===== src/rtl/uart_pkg.sv =====
// Shared UART constants used by the transmitter and its input FIFO.
// Defaults here keep both blocks at the same word width.
package uart_pkg;

  localparam int UART_DBITS            = 16;
  localparam int UART_FIFO_ADDR_BITS   = 4;
  localparam int UART_FIFO_AFULL_LEVEL = 12;

  function automatic int fifo_depth(input int addr_bits);
    return 1 << addr_bits;
  endfunction

endpackage


===== src/rtl/uart_tx_fifo_if.sv =====
// Producer/consumer bundle for the UART TX FIFO.
// master = word producer and transmitter side, slave = FIFO.
interface uart_tx_fifo_if
  import uart_pkg::*;
#(
  parameter int DBITS     = UART_DBITS,
  parameter int ADDR_BITS = UART_FIFO_ADDR_BITS
);

  logic               wr_en;
  logic [DBITS-1:0]   wr_data;
  logic               rd_en;
  logic [DBITS-1:0]   rd_data;
  logic               empty;
  logic               full;
  logic               almost_full;
  logic [ADDR_BITS:0] count;
  logic               clear_err;
  logic               overflow;
  logic               underflow;

  modport master (
    output wr_en, wr_data, rd_en, clear_err,
    input  rd_data, empty, full, almost_full,
    input  count, overflow, underflow
  );

  modport slave (
    input  wr_en, wr_data, rd_en, clear_err,
    output rd_data, empty, full, almost_full,
    output count, overflow, underflow
  );

endinterface


===== src/rtl/uart_fifo_ctrl.sv =====
// FIFO pointers, occupancy, status and sticky error flags.
// Error flags exist only when UART_TX_FIFO_ERR_EN is defined.
module uart_fifo_ctrl
  import uart_pkg::*;
#(
  parameter int ADDR_BITS   = UART_FIFO_ADDR_BITS,
  parameter int AFULL_LEVEL = UART_FIFO_AFULL_LEVEL
) (
  input  logic                 clk_100MHz,
  input  logic                 reset,
  input  logic                 wr_en,
  input  logic                 rd_en,
`ifdef UART_TX_FIFO_ERR_EN
  input  logic                 clear_err,
`endif
  output logic [ADDR_BITS-1:0] wr_addr,
  output logic [ADDR_BITS-1:0] rd_addr,
  output logic                 wr_accept,
  output logic [ADDR_BITS:0]   count,
  output logic                 empty,
  output logic                 full,
  output logic                 almost_full,
  output logic                 overflow,
  output logic                 underflow
);

  localparam logic [ADDR_BITS:0] DEPTH =
    (ADDR_BITS+1)'(fifo_depth(ADDR_BITS));
  localparam logic [ADDR_BITS:0] AFULL =
    (ADDR_BITS+1)'(AFULL_LEVEL);
  localparam logic [ADDR_BITS:0] ONE_C =
    (ADDR_BITS+1)'(1);
  localparam logic [ADDR_BITS-1:0] ONE_P =
    ADDR_BITS'(1);

  logic [ADDR_BITS-1:0] wr_ptr_q, wr_ptr_d;
  logic [ADDR_BITS-1:0] rd_ptr_q, rd_ptr_d;
  logic [ADDR_BITS:0]   count_q, count_d;
  logic                 empty_q, empty_d;
  logic                 full_q, full_d;
  logic                 afull_q, afull_d;
  logic                 push, pop;

  always_comb begin
    push     = wr_en & ~full_q;
    pop      = rd_en & ~empty_q;
    wr_ptr_d = wr_ptr_q;
    rd_ptr_d = rd_ptr_q;
    count_d  = count_q;
    if (push) wr_ptr_d = wr_ptr_q + ONE_P;
    if (pop)  rd_ptr_d = rd_ptr_q + ONE_P;
    case ({push, pop})
      2'b10:   count_d = count_q + ONE_C;
      2'b01:   count_d = count_q - ONE_C;
      default: count_d = count_q;
    endcase
    empty_d = (count_d == '0);
    full_d  = (count_d == DEPTH);
    afull_d = (count_d >= AFULL);
  end

  always_ff @(posedge clk_100MHz or posedge reset) begin
    if (reset) begin
      wr_ptr_q <= '0;
      rd_ptr_q <= '0;
      count_q  <= '0;
      empty_q  <= 1'b1;
      full_q   <= 1'b0;
      afull_q  <= 1'b0;
    end else begin
      wr_ptr_q <= wr_ptr_d;
      rd_ptr_q <= rd_ptr_d;
      count_q  <= count_d;
      empty_q  <= empty_d;
      full_q   <= full_d;
      afull_q  <= afull_d;
    end
  end

`ifdef UART_TX_FIFO_ERR_EN
  logic ovf_q, ovf_d;
  logic unf_q, unf_d;

  // A fresh rejection beats a simultaneous clear.
  always_comb begin
    ovf_d = (ovf_q & ~clear_err) | (wr_en & full_q);
    unf_d = (unf_q & ~clear_err) | (rd_en & empty_q);
  end

  always_ff @(posedge clk_100MHz or posedge reset) begin
    if (reset) begin
      ovf_q <= 1'b0;
      unf_q <= 1'b0;
    end else begin
      ovf_q <= ovf_d;
      unf_q <= unf_d;
    end
  end

  assign overflow  = ovf_q;
  assign underflow = unf_q;
`else
  assign overflow  = 1'b0;
  assign underflow = 1'b0;
`endif

  assign wr_addr     = wr_ptr_q;
  assign rd_addr     = rd_ptr_q;
  assign wr_accept   = push;
  assign count       = count_q;
  assign empty       = empty_q;
  assign full        = full_q;
  assign almost_full = afull_q;

endmodule


===== src/rtl/uart_tx_fifo.sv =====
// First-word-fall-through word buffer in front of uart_transmitter.
// Define UART_TX_FIFO_ERR_EN to build the sticky overflow/underflow flags.
module uart_tx_fifo
  import uart_pkg::*;
#(
  parameter int DBITS       = UART_DBITS,
  parameter int ADDR_BITS   = UART_FIFO_ADDR_BITS,
  parameter int AFULL_LEVEL = UART_FIFO_AFULL_LEVEL
) (
  input  logic       clk_100MHz,
  input  logic       reset,
  uart_tx_fifo_if.slave bus
);

  localparam int DEPTH = fifo_depth(ADDR_BITS);

  logic [DBITS-1:0]     mem_q [DEPTH];
  logic [ADDR_BITS-1:0] wr_addr;
  logic [ADDR_BITS-1:0] rd_addr;
  logic                 wr_accept;
  logic                 empty;

  uart_fifo_ctrl #(
    .ADDR_BITS   (ADDR_BITS),
    .AFULL_LEVEL (AFULL_LEVEL)
  ) u_ctrl (
    .clk_100MHz  (clk_100MHz),
    .reset       (reset),
    .wr_en       (bus.wr_en),
    .rd_en       (bus.rd_en),
`ifdef UART_TX_FIFO_ERR_EN
    .clear_err   (bus.clear_err),
`endif
    .wr_addr     (wr_addr),
    .rd_addr     (rd_addr),
    .wr_accept   (wr_accept),
    .count       (bus.count),
    .empty       (empty),
    .full        (bus.full),
    .almost_full (bus.almost_full),
    .overflow    (bus.overflow),
    .underflow   (bus.underflow)
  );

  // Storage is deliberately not reset; empty masks stale words.
  always_ff @(posedge clk_100MHz) begin
    if (wr_accept) mem_q[wr_addr] <= bus.wr_data;
  end

  always_comb begin
    bus.rd_data = empty ? '0 : mem_q[rd_addr];
  end

  assign bus.empty = empty;

endmodule

===== src/flat_wrapper.sv =====
// flat-port wrapper written by rule: the top's interface ports become plain ports
module uart_tx_fifo_flat import uart_pkg::*;
#(
  parameter int DBITS       = UART_DBITS,
  parameter int ADDR_BITS   = UART_FIFO_ADDR_BITS,
  parameter int AFULL_LEVEL = UART_FIFO_AFULL_LEVEL
)
  (clk_100MHz, reset, bus_wr_en, bus_wr_data, bus_rd_en, bus_clear_err, bus_rd_data, bus_empty, bus_full, bus_almost_full, bus_count, bus_overflow, bus_underflow);
  uart_tx_fifo_if #(.DBITS(DBITS), .ADDR_BITS(ADDR_BITS)) bus_i ();
  input  logic clk_100MHz;
  input  logic reset;
  input wire logic [$bits(bus_i.wr_en)-1:0] bus_wr_en;
  input wire logic [$bits(bus_i.wr_data)-1:0] bus_wr_data;
  input wire logic [$bits(bus_i.rd_en)-1:0] bus_rd_en;
  input wire logic [$bits(bus_i.clear_err)-1:0] bus_clear_err;
  output wire logic [$bits(bus_i.rd_data)-1:0] bus_rd_data;
  output wire logic [$bits(bus_i.empty)-1:0] bus_empty;
  output wire logic [$bits(bus_i.full)-1:0] bus_full;
  output wire logic [$bits(bus_i.almost_full)-1:0] bus_almost_full;
  output wire logic [$bits(bus_i.count)-1:0] bus_count;
  output wire logic [$bits(bus_i.overflow)-1:0] bus_overflow;
  output wire logic [$bits(bus_i.underflow)-1:0] bus_underflow;
  assign bus_i.wr_en = bus_wr_en;
  assign bus_i.wr_data = bus_wr_data;
  assign bus_i.rd_en = bus_rd_en;
  assign bus_i.clear_err = bus_clear_err;
  assign bus_rd_data = bus_i.rd_data;
  assign bus_empty = bus_i.empty;
  assign bus_full = bus_i.full;
  assign bus_almost_full = bus_i.almost_full;
  assign bus_count = bus_i.count;
  assign bus_overflow = bus_i.overflow;
  assign bus_underflow = bus_i.underflow;
  uart_tx_fifo #(.DBITS(DBITS), .ADDR_BITS(ADDR_BITS), .AFULL_LEVEL(AFULL_LEVEL)) u_core (.clk_100MHz(clk_100MHz), .reset(reset), .bus(bus_i));
endmodule

===== config.mk =====
export PLATFORM = sky130hd
export DESIGN_NAME = uart_tx_fifo_flat
export DESIGN_NICKNAME = d
export VERILOG_FILES = /design/src/rtl/uart_pkg.sv /design/src/rtl/uart_tx_fifo_if.sv /design/src/rtl/uart_fifo_ctrl.sv /design/src/rtl/uart_tx_fifo.sv /design/src/flat_wrapper.sv
export SDC_FILE = /design/constraint.sdc
export NUM_CORES = 1
export LEC_CHECK = 0
export CAP_MARGIN = 20
export CELL_PAD_IN_SITES_DETAIL_PLACEMENT = 2
export CELL_PAD_IN_SITES_GLOBAL_PLACEMENT = 2
export CORE_ASPECT_RATIO = 0.75
export CORE_UTILIZATION = 45
export DETAILED_ROUTE_END_ITERATION = 7
export HOLD_SLACK_MARGIN = 0.12
export MAX_ROUTING_LAYER = met4
export PLACE_DENSITY_LB_ADDON = 0.1
export SYNTH_ARGS = -nofsm -noshare
export SYNTH_HDL_FRONTEND = slang
export SYNTH_SLANG_ARGS = --single-unit
export TNS_END_PERCENT = 20

===== constraint.sdc =====
create_clock -name clk_100MHz -period 5.3 [get_ports clk_100MHz]
set_input_delay 1.06 -clock clk_100MHz [delete_from_list [all_inputs] [get_ports clk_100MHz]]
set_output_delay 1.06 -clock clk_100MHz [all_outputs]
set_load 0.005 [all_outputs]

Word level (Yosys, flattened, before mapping)
Memory sizes are Yosys's and may differ from the RTL's.
Index checks and enable logic that the tools add are counted.
- register bits after elaboration: 16
- RAM bits: 256
- output and inout bits: 26
- memories: 1
- memory list (memory ; depth ; bits a word ; rd ports ; clocked after Yosys merged registers in ; write ports ; RTL line ; text):
    u_core.mem_q ; 16 ; 16 ; 1 ; 0 ; 1 ; uart_tx_fifo.sv:17 ; logic [DBITS-1:0] mem_q [DEPTH];
- $add $sub $neg: 4
- $lt $le $gt $ge: 1
- equal/unequal tests: 3
- multiplexer cells: 4
- bitwise operators: 4
- reductions and logical operators: 1
- operators by type and width (kind ; count):
    $mux W16 ; 1
    $pmux W5 S2 ; 1
    $add A4 B1 Y4 const B ; 2
    $add A5 B1 Y5 const B ; 1
    $eq A5 B5 Y1 const B ; 1
    $ge A5 B4 Y1 const B ; 1
    $logic_not A5 Y1 ; 1
    $sub A5 B1 Y5 const B ; 1
    $and A1 B1 Y1 ; 2
    $eq A2 B1 Y1 const B ; 1
    $eq A2 B2 Y1 const B ; 1
    $mux W1 ; 2
    $not A1 Y1 ; 2

Depth between registers and ports, before layout
Gate-level depths: netlist (run 1).
- word-level depth: 5
- gate-level depth with buffers: 12

By module
From an unflattened synthesis (run 1), not the netlist that was laid out.
- cells, all modules: 559
- area, all modules: 10915.5 µm²
- by module, submodules not included (module ; times used ; cells each ; area each (µm²) ; sequential area each (µm²)):
    uart_tx_fifo ; 1 ; 476 ; 9990.8 ; 7687.4
    uart_fifo_ctrl ; 1 ; 83 ; 924.6 ; 401.6

Least setup slack after synthesis (run 1)
Ideal clock, no wire load.
- kind: input to register
- start point: input port bus_wr_en
- end point: register u_core.u_ctrl.full_q, in the netlist u_core.u_ctrl.full
- arrival: 2.859 ns
- path slack: 2.361 ns
- stages: 11
- buffers on the path: 1
- path through: nor2b_1 > buf_6 > clkinv_2 > nand2_2 > xnor2_1 > ha_1 > a21oi_1 > xnor2_1 > or4b_1 > a31o_1 > nor3b_2
- cells in the longest elaborated chain, start to end: 4
- elaborated cells on any way between the ends: 5
- those cells by class: eq/ne: 3; mux: 1; bitwise: 1
- RTL lines (element ; RTL line ; text):
    start: declaration ; flat_wrapper.sv:12 ; input wire logic [$bits(bus_i.wr_en)-1:0] bus_wr_en;
    $and A1 B1 Y1 (*) ; uart_fifo_ctrl.sv:45 ; push = wr_en & ~full_q;
    $eq A2 B1 Y1 / $eq A2 B2 Y1 (equally long branches) ; uart_fifo_ctrl.sv:52 ; case ({push, pop})
    $pmux W5 S2 (*) ; uart_fifo_ctrl.sv:52 ;
    $eq A5 B5 Y1 (*) ; uart_fifo_ctrl.sv:58 ; full_d = (count_d == DEPTH);
    named net u_core.u_ctrl.full_d ; uart_fifo_ctrl.sv:40 ; logic full_q, full_d;
    end signal: assignment ; uart_fifo_ctrl.sv:75 ; full_q <= full_d;
    end: declaration ; uart_fifo_ctrl.sv:40 ;
Mark *: on every way through the listed nets, which the timed path passes. The rest lies on a longest branch.
A chain may end at the register's enable or synchronous reset.

Worst setup path after layout (run 1)
- start point: register u_core.u_ctrl.rd_ptr_q[0], in the netlist u_core.u_ctrl.rd_addr[0]
- end point: output port bus_rd_data[1]
- cells in the longest elaborated chain, start to end: 2
- RTL lines (element ; RTL line ; text):
    start: declaration ; uart_fifo_ctrl.sv:37 ; logic [ADDR_BITS-1:0] rd_ptr_q, rd_ptr_d;
    start signal: assignment ; uart_fifo_ctrl.sv:72 ; rd_ptr_q <= rd_ptr_d;
    $mem_v2 Z16 W16 ; n/a ;
    $mux W16 ; uart_tx_fifo.sv:51 ; bus.rd_data = empty ? '0 : mem_q[rd_addr];
    end: declaration ; flat_wrapper.sv:16 ; output wire logic [$bits(bus_i.rd_data)-1:0] bus_rd_data;
Every way passes these cells.

==> results of run 1 <==
-- path summary, 6_finish.rpt --
| path | endpoint | from | slack, ns |
|---|---|---|---|
| min | u_core.u_ctrl.count[4] | u_core.u_ctrl.count[4] | 0.55 |
| max reg2reg | u_core.u_ctrl.full | u_core.u_ctrl.empty | 2.26 |
| min in group asynchronous | u_core.u_ctrl.count[3] | reset | 0.94 |
| min reg2reg | u_core.u_ctrl.count[4] | u_core.u_ctrl.count[4] | 0.55 |
| max in group asynchronous | u_core.u_ctrl.rd_addr[0] | reset | 3.87 |
| max | bus_rd_data[1] | u_core.u_ctrl.rd_addr[0] | 1.01 |
-- area by class of cell --
| cell class | count | area share |
|---|---|---|
| clock buffers | 33 | 0.0574 |
| clock inverters | 16 | 0.00810 |
| inverters | 5 | 0.00180 |
| multi-input cells | 177 | 0.200 |
| flip-flops and latches | 272 | 0.647 |
| well taps | 300 | 0.0300 |
| repair buffers | 65 | 0.0566 |
-- flip-flops by register name, summed over array words and instances (netlist names) --
register	flops
u_core.u_ctrl.wr_addr	4
u_core.u_ctrl.count	5
u_core.u_ctrl.empty	1
u_core.u_ctrl.rd_addr	4
u_core.u_ctrl.almost_full	1
u_core.u_ctrl.full	1
u_core.mem_q	256
-- power by group through the flow --
stage               combinational, mW  sequential [mW]  clock (mW)
finish                           2.23             2.82        1.80
global route                     2.39             2.85        1.90
detailed placement               2.18             2.88           0
CTS                              2.21             2.85        1.84
floorplan                        1.43             2.73           0
global placement                 2.10             2.85           0
-- through the flow --
stage	hold slack, ns	cells	setup slack, ns
finish	0.554	868	1.01
global route	0.572	868	0.900
CTS	0.559	863	0.955
detailed placement	0.537	814	1.53
global placement	0.527	814	1.56
floorplan	0.493	478	2.36
-- kinds of logic after synthesis --
group	synth area share
flip-flops	0.752
multiplexers	0.169
AND/OR/NAND/NOR	0.0363
buffers and inverters	0.0156
AO/OA/AOI/OAI	0.00815
XOR/XNOR	0.0105
adder cells (fa/ha/maj)	0.00815
other	0.000349
-- worst reg2reg max path, stage by stage, from the launching register on --
cell and delay [ns]:
dfstp_2 0.94, nand2b_4 0.33, inv_4 0.08, nand2_2 0.07, xnor2_1 0.13, ha_1 0.26
a21oi_1 0.08, xnor2_1 0.17, or4b_1 0.49, a31o_1 0.26, nor3b_2 0.16
-- synthesized netlist by cell type, types with 3 or more instances --
cell type  instances  area (um2)
buf_4              3        22.5
ha_1               7        87.6
mux4_2            80        1800
buf_2              5        25.0
nor3_1             3        15.0
o21ai_0            4        20.0
nor2b_1           16         100
and2_1            16         100
xnor2_1           11        96.3
buf_6              5        56.3
clkbuf_1          11        41.3
edfxtp_1         256        7690
dfrtp_1           15         375
nand2_1            9        33.8
inv_1              3        11.3
-- layer usage --
layer | vias to the layer above | track usage | part of all wire
li1 | 2118 | - | -
met2 | 144 | 0.376 | 0.49
met3 | 37 | 0.0292 | 0.043
met1 | 2838 | 0.325 | 0.45
met5 | - | - | 0
met4 | 0 | 0.0465 | 0.016
==> flow_summary.json, run 1 <==
{
  "cap_violations": 0,
  "finalMaxSlewViolations": 0,
  "fmaxAchievable_ghz": 0.233,
  "grt-ovfl-total": 0,
  "startpoint_type": "flip-flop",
  "core_um2": 23200,
  "sw_frac_of_total": 0.292,
  "die_height_um": 136,
  "p_clk_frac": 0.263,
  "cp_max_fo": 27,
  "area_delta_synth_final_pct": 16.4,
  "rows": 48,
  "setup_viol": 0,
  "endpoint_kind": "primary output",
  "cp.depth": 5,
  "status": "finished, final reports clean",
  "p_leak_nw": 4.02,
  "synth_cell_types": 44,
  "powerDensity_nw_per_um2": 547,
  "hold_viol": 0,
  "clock_path_buffers": 3,
  "ys_seq_elements": 272,
  "ff_latch_area_um2": 8090,
  "fin_nets": 576,
  "path_common_cell": "mux4_2",
  "cp_data_arrival_time_ns": 3.23,
  "postCtsHoldBufs": 0,
  "criticalPathCategory": "reg -> out",
  "syn_inst": 477,
  "r2r_cells": 10,
  "grt_pass1_vias": 5565,
  "cts_resized": 0,
  "wl_per_cell_um": 30.6,
  "initial_core_util": 0.463,
  "synth-edff-count": 256,
  "yosys_warnings": 0,
  "firstDrtPassIters": 4,
  "ant_nets": 0,
  "critPathTopFamily": "multiplexers",
  "clock_latency_ns": 0.52,
  "synth_area_per_cell_um2": 22.5,
  "drtIter0Drc": 417,
  "dp.final_hpwl_um": 15500,
  "htreeDepth": 1,
  "rsz0062_at_grt": "no",
  "crit_chain": "buf_4 -> mux4_2 -> mux4_2 -> and2b_1 -> clkdlybuf4s50_1",
  "fin_crit_sh": 0.809,
  "drt-total-wl_um": 26600,
  "placed_area_um2": 11600,
  "clkSinkCount": 272,
  "slew_headroom": 0.513,
  "switching_power_mw": 2.00,
  "drive_above_1_share": 0.273,
  "power_mw": 6.85,
  "fillCellCount": 1922,
  "fin_crit_ns": 4.29,
  "netlist_area_um2": 10800,
  "numPortBuffers": 43,
  "viasPerCell": 5.92,
  "ir_drop_mv": 0.262,
  "grt_max_degree": 60,
  "cts_tree": "built",
  "dieArea_um2": 24500,
  "combPwrFrac": 0.326,
  "final_cell_mix": "256 x edfxtp_1, 80 x mux4_2, 43 x clkdlybuf4s50_1",
  "design_area_um2": 12500,
  "die-width_um": 180,
  "worstPathRequired_ns": 4.24,
  "slowest_delay_ns": 0.61,
  "critPathSlowestCell": "mux4_2",
  "drc": 0,
  "hold_depth": 1,
  "clock-root-buffer": "clkbuf_16",
  "worstMarginPinSlew_ns": 0.730,
  "antenna_cells": 0,
  "grt_pass1_wl_um": 38700,
  "gp_congestion": 0.700,
  "utilization": 0.539,
  "hold_path_class": "reg -> reg",
  "antenna_found_initial": 1,
  "tns_ns": 0,
  "synth_ff_type": "edfxtp_1",
  "multiInputGateArea_um2": 2500,
  "grtUsageTotal": 0.233,
  "p_int_mw": 4.85,
  "cp_num_buf_inv": 2,
  "seqPwrFrac": 0.411,
  "cts_buffers": 27,
  "ios": 47,
  "post_cts_buffers": 0,
  "cts.clk_slew.worst_paths_ns": 0.06,
  "final_common_cell": "edfxtp_1",
  "yosysSeqAreaShare": 0.752,
  "num_vias": 5137,
  "synth-async-reset-ratio": 0.0588,
  "worst_clock_skew_ns": 0.00570
}
Power figures use the tool's default switching activity.
==> inputs of run 2 (changes only) <==
- clock period: 5.3 -> 4.46 ns (I/O delays scaled with it)
==> flow_summary.json, run 2 (synthesis results as in run 1) <==
{
  "status": "finished, final reports clean",
  "grt_max_degree": 37,
  "p_leak_nw": 4.01,
  "finalMaxSlewViolations": 0,
  "grtUsageTotal": 0.236,
  "cp_data_arrival_time_ns": 3.25,
  "viasPerCell": 5.90,
  "wl_per_cell_um": 30.9,
  "antenna_cells": 0,
  "ir_drop_mv": 0.295,
  "drtIter0Drc": 458,
  "clock_latency_ns": 0.54,
  "rows": 48,
  "largest_register": "u_core.mem_q",
  "hold_viol": 0,
  "fin_nets": 578,
  "cts.clk_slew.worst_paths_ns": 0.06,
  "clkSinkCount": 272,
  "cts_tree": "built",
  "startpoint_type": "flip-flop",
  "dieArea_um2": 24500,
  "drc": 0,
  "hold_path_class": "reg -> reg",
  "postCtsHoldBufs": 0,
  "clock_path_buffers": 3,
  "final_cell_mix": "256 x edfxtp_1, 80 x mux4_2, 43 x clkdlybuf4s50_1",
  "die_height_um": 136,
  "area_delta_synth_final_pct": 16.1,
  "ios": 47,
  "drt-total-wl_um": 26800,
  "grt_pass1_wl_um": 39300,
  "dp.final_hpwl_um": 15700,
  "tns_ns": 0,
  "critPathSlowestCell": "dfrtp_4",
  "criticalPathCategory": "reg -> out",
  "cts_resized": 0,
  "grt-ovfl-total": 0,
  "r2r_start": "u_core.u_ctrl.empty",
  "ant_nets": 0,
  "fin_crit_sh": 0.930,
  "powerDensity_nw_per_um2": 658,
  "grt_pass1_vias": 5717,
  "drive_above_1_share": 0.271,
  "slowest_delay_ns": 0.66,
  "cap_violations": 0,
  "setup_viol": 0,
  "numPortBuffers": 43,
  "fin_crit_ns": 4.15,
  "cts_buffers": 27,
  "crit_path_start": "u_core.u_ctrl.rd_addr[0]",
  "fillCellCount": 1928,
  "largest_reg_flops": 256,
  "core_um2": 23200,
  "num_vias": 5117,
  "final_common_cell": "edfxtp_1",
  "post_cts_buffers": 0,
  "gp_congestion": 0.753,
  "endpoint_kind": "primary output",
  "die-width_um": 180,
  "slew_headroom": 0.512,
  "path_common_cell": "mux4_2",
  "hold_start": "u_core.u_ctrl.count[4]",
  "crit_chain": "buf_12 -> mux4_2 -> mux4_2 -> nor2b_1 -> clkdlybuf4s50_1",
  "htreeDepth": 1,
  "fmaxAchievable_ghz": 0.241,
  "initial_core_util": 0.463,
  "worst_clock_skew_ns": 0.0184,
  "worstPathRequired_ns": 3.57,
  "power_mw": 8.22,
  "worstMarginPinSlew_ns": 0.730,
  "antenna_found_initial": 0,
  "clock-root-buffer": "clkbuf_16",
  "firstDrtPassIters": 4,
  "rsz0062_at_grt": "no",
  "cp_max_fo": 36
}
[run 2: changes by cell type in the layout (fill, tap and decap cells not counted), moves of 2 or more]
cell | before | now
buf_4 | 15 | 21
buf_16 | 4 | 0
bufinv_16 | 1 | 3
clkbuf_8 | 2 | 0
clkinv_2 | 10 | 5
[run 2: worst paths after layout]
path	endpoint	slack (ns)	cells after the start
worst min register to register	u_core.u_ctrl.count[4]	0.54	1
max in group asynchronous	u_core.u_ctrl.rd_addr[0]	3.14	2
worst max-delay path	bus_rd_data[4]	0.31	5
worst min-delay path	u_core.u_ctrl.count[4]	0.54	1
min in group asynchronous	u_core.u_ctrl.full	0.78	2
worst max register to register	u_core.u_ctrl.full	1.42	11
[run 2: report_power, final]
| part | internal (mW) | switching [mW] | total [mW] | leakage, nW |
|---|---|---|---|---|
| registers | 3.11 | 0.288 | 3.40 | 2.50 |
| logic | 1.44 | 1.13 | 2.58 | 1.10 |
| clock network | 1.28 | 0.960 | 2.24 | 0.414 |
[run 2: cell type report]
cell class | instances | area, um2 | area share
sequential | 272 | 8090 | 0.648
multi-input combinational | 177 | 2500 | 0.200
clock buffer | 31 | 691 | 0.0553
timing repair buffer | 67 | 648 | 0.0519
tap | 300 | 375 | 0.0301
clock inverter | 16 | 158 | 0.0126
inverter | 5 | 22.5 | 0.00180
[run 2: per-layer routing]
metal	share of wire	vias up	global-route usage
li1	-	2122	-
met1	0.43	2790	0.310
met4	0.026	0	0.0693
met5	0	-	-
met3	0.039	52	0.0265
met2	0.51	153	0.394
[run 2: per-stage QoR]
step           cells  cell area (um2)  hold slack [ns]  worst slack, ns   util
3_3_place_gp     821            11600            0.523            0.841  0.501
2_1_floorplan    478            10800            0.493             1.69      -
4_1_cts          868            12500            0.554            0.256  0.537
6_report         868            12500            0.545            0.314  0.537
5_1_grt          868            12500            0.582            0.162  0.537
3_5_place_dp     821            11600            0.547            0.841  0.501
[run 2: critical path, delay by kind of cell (launching register included)]
kind	cells	cell delay [ns]
buffers and inverters	2	0.82
DFF	1	0.66
muxes	2	1.06
and+or+nand+nor	1	0.14
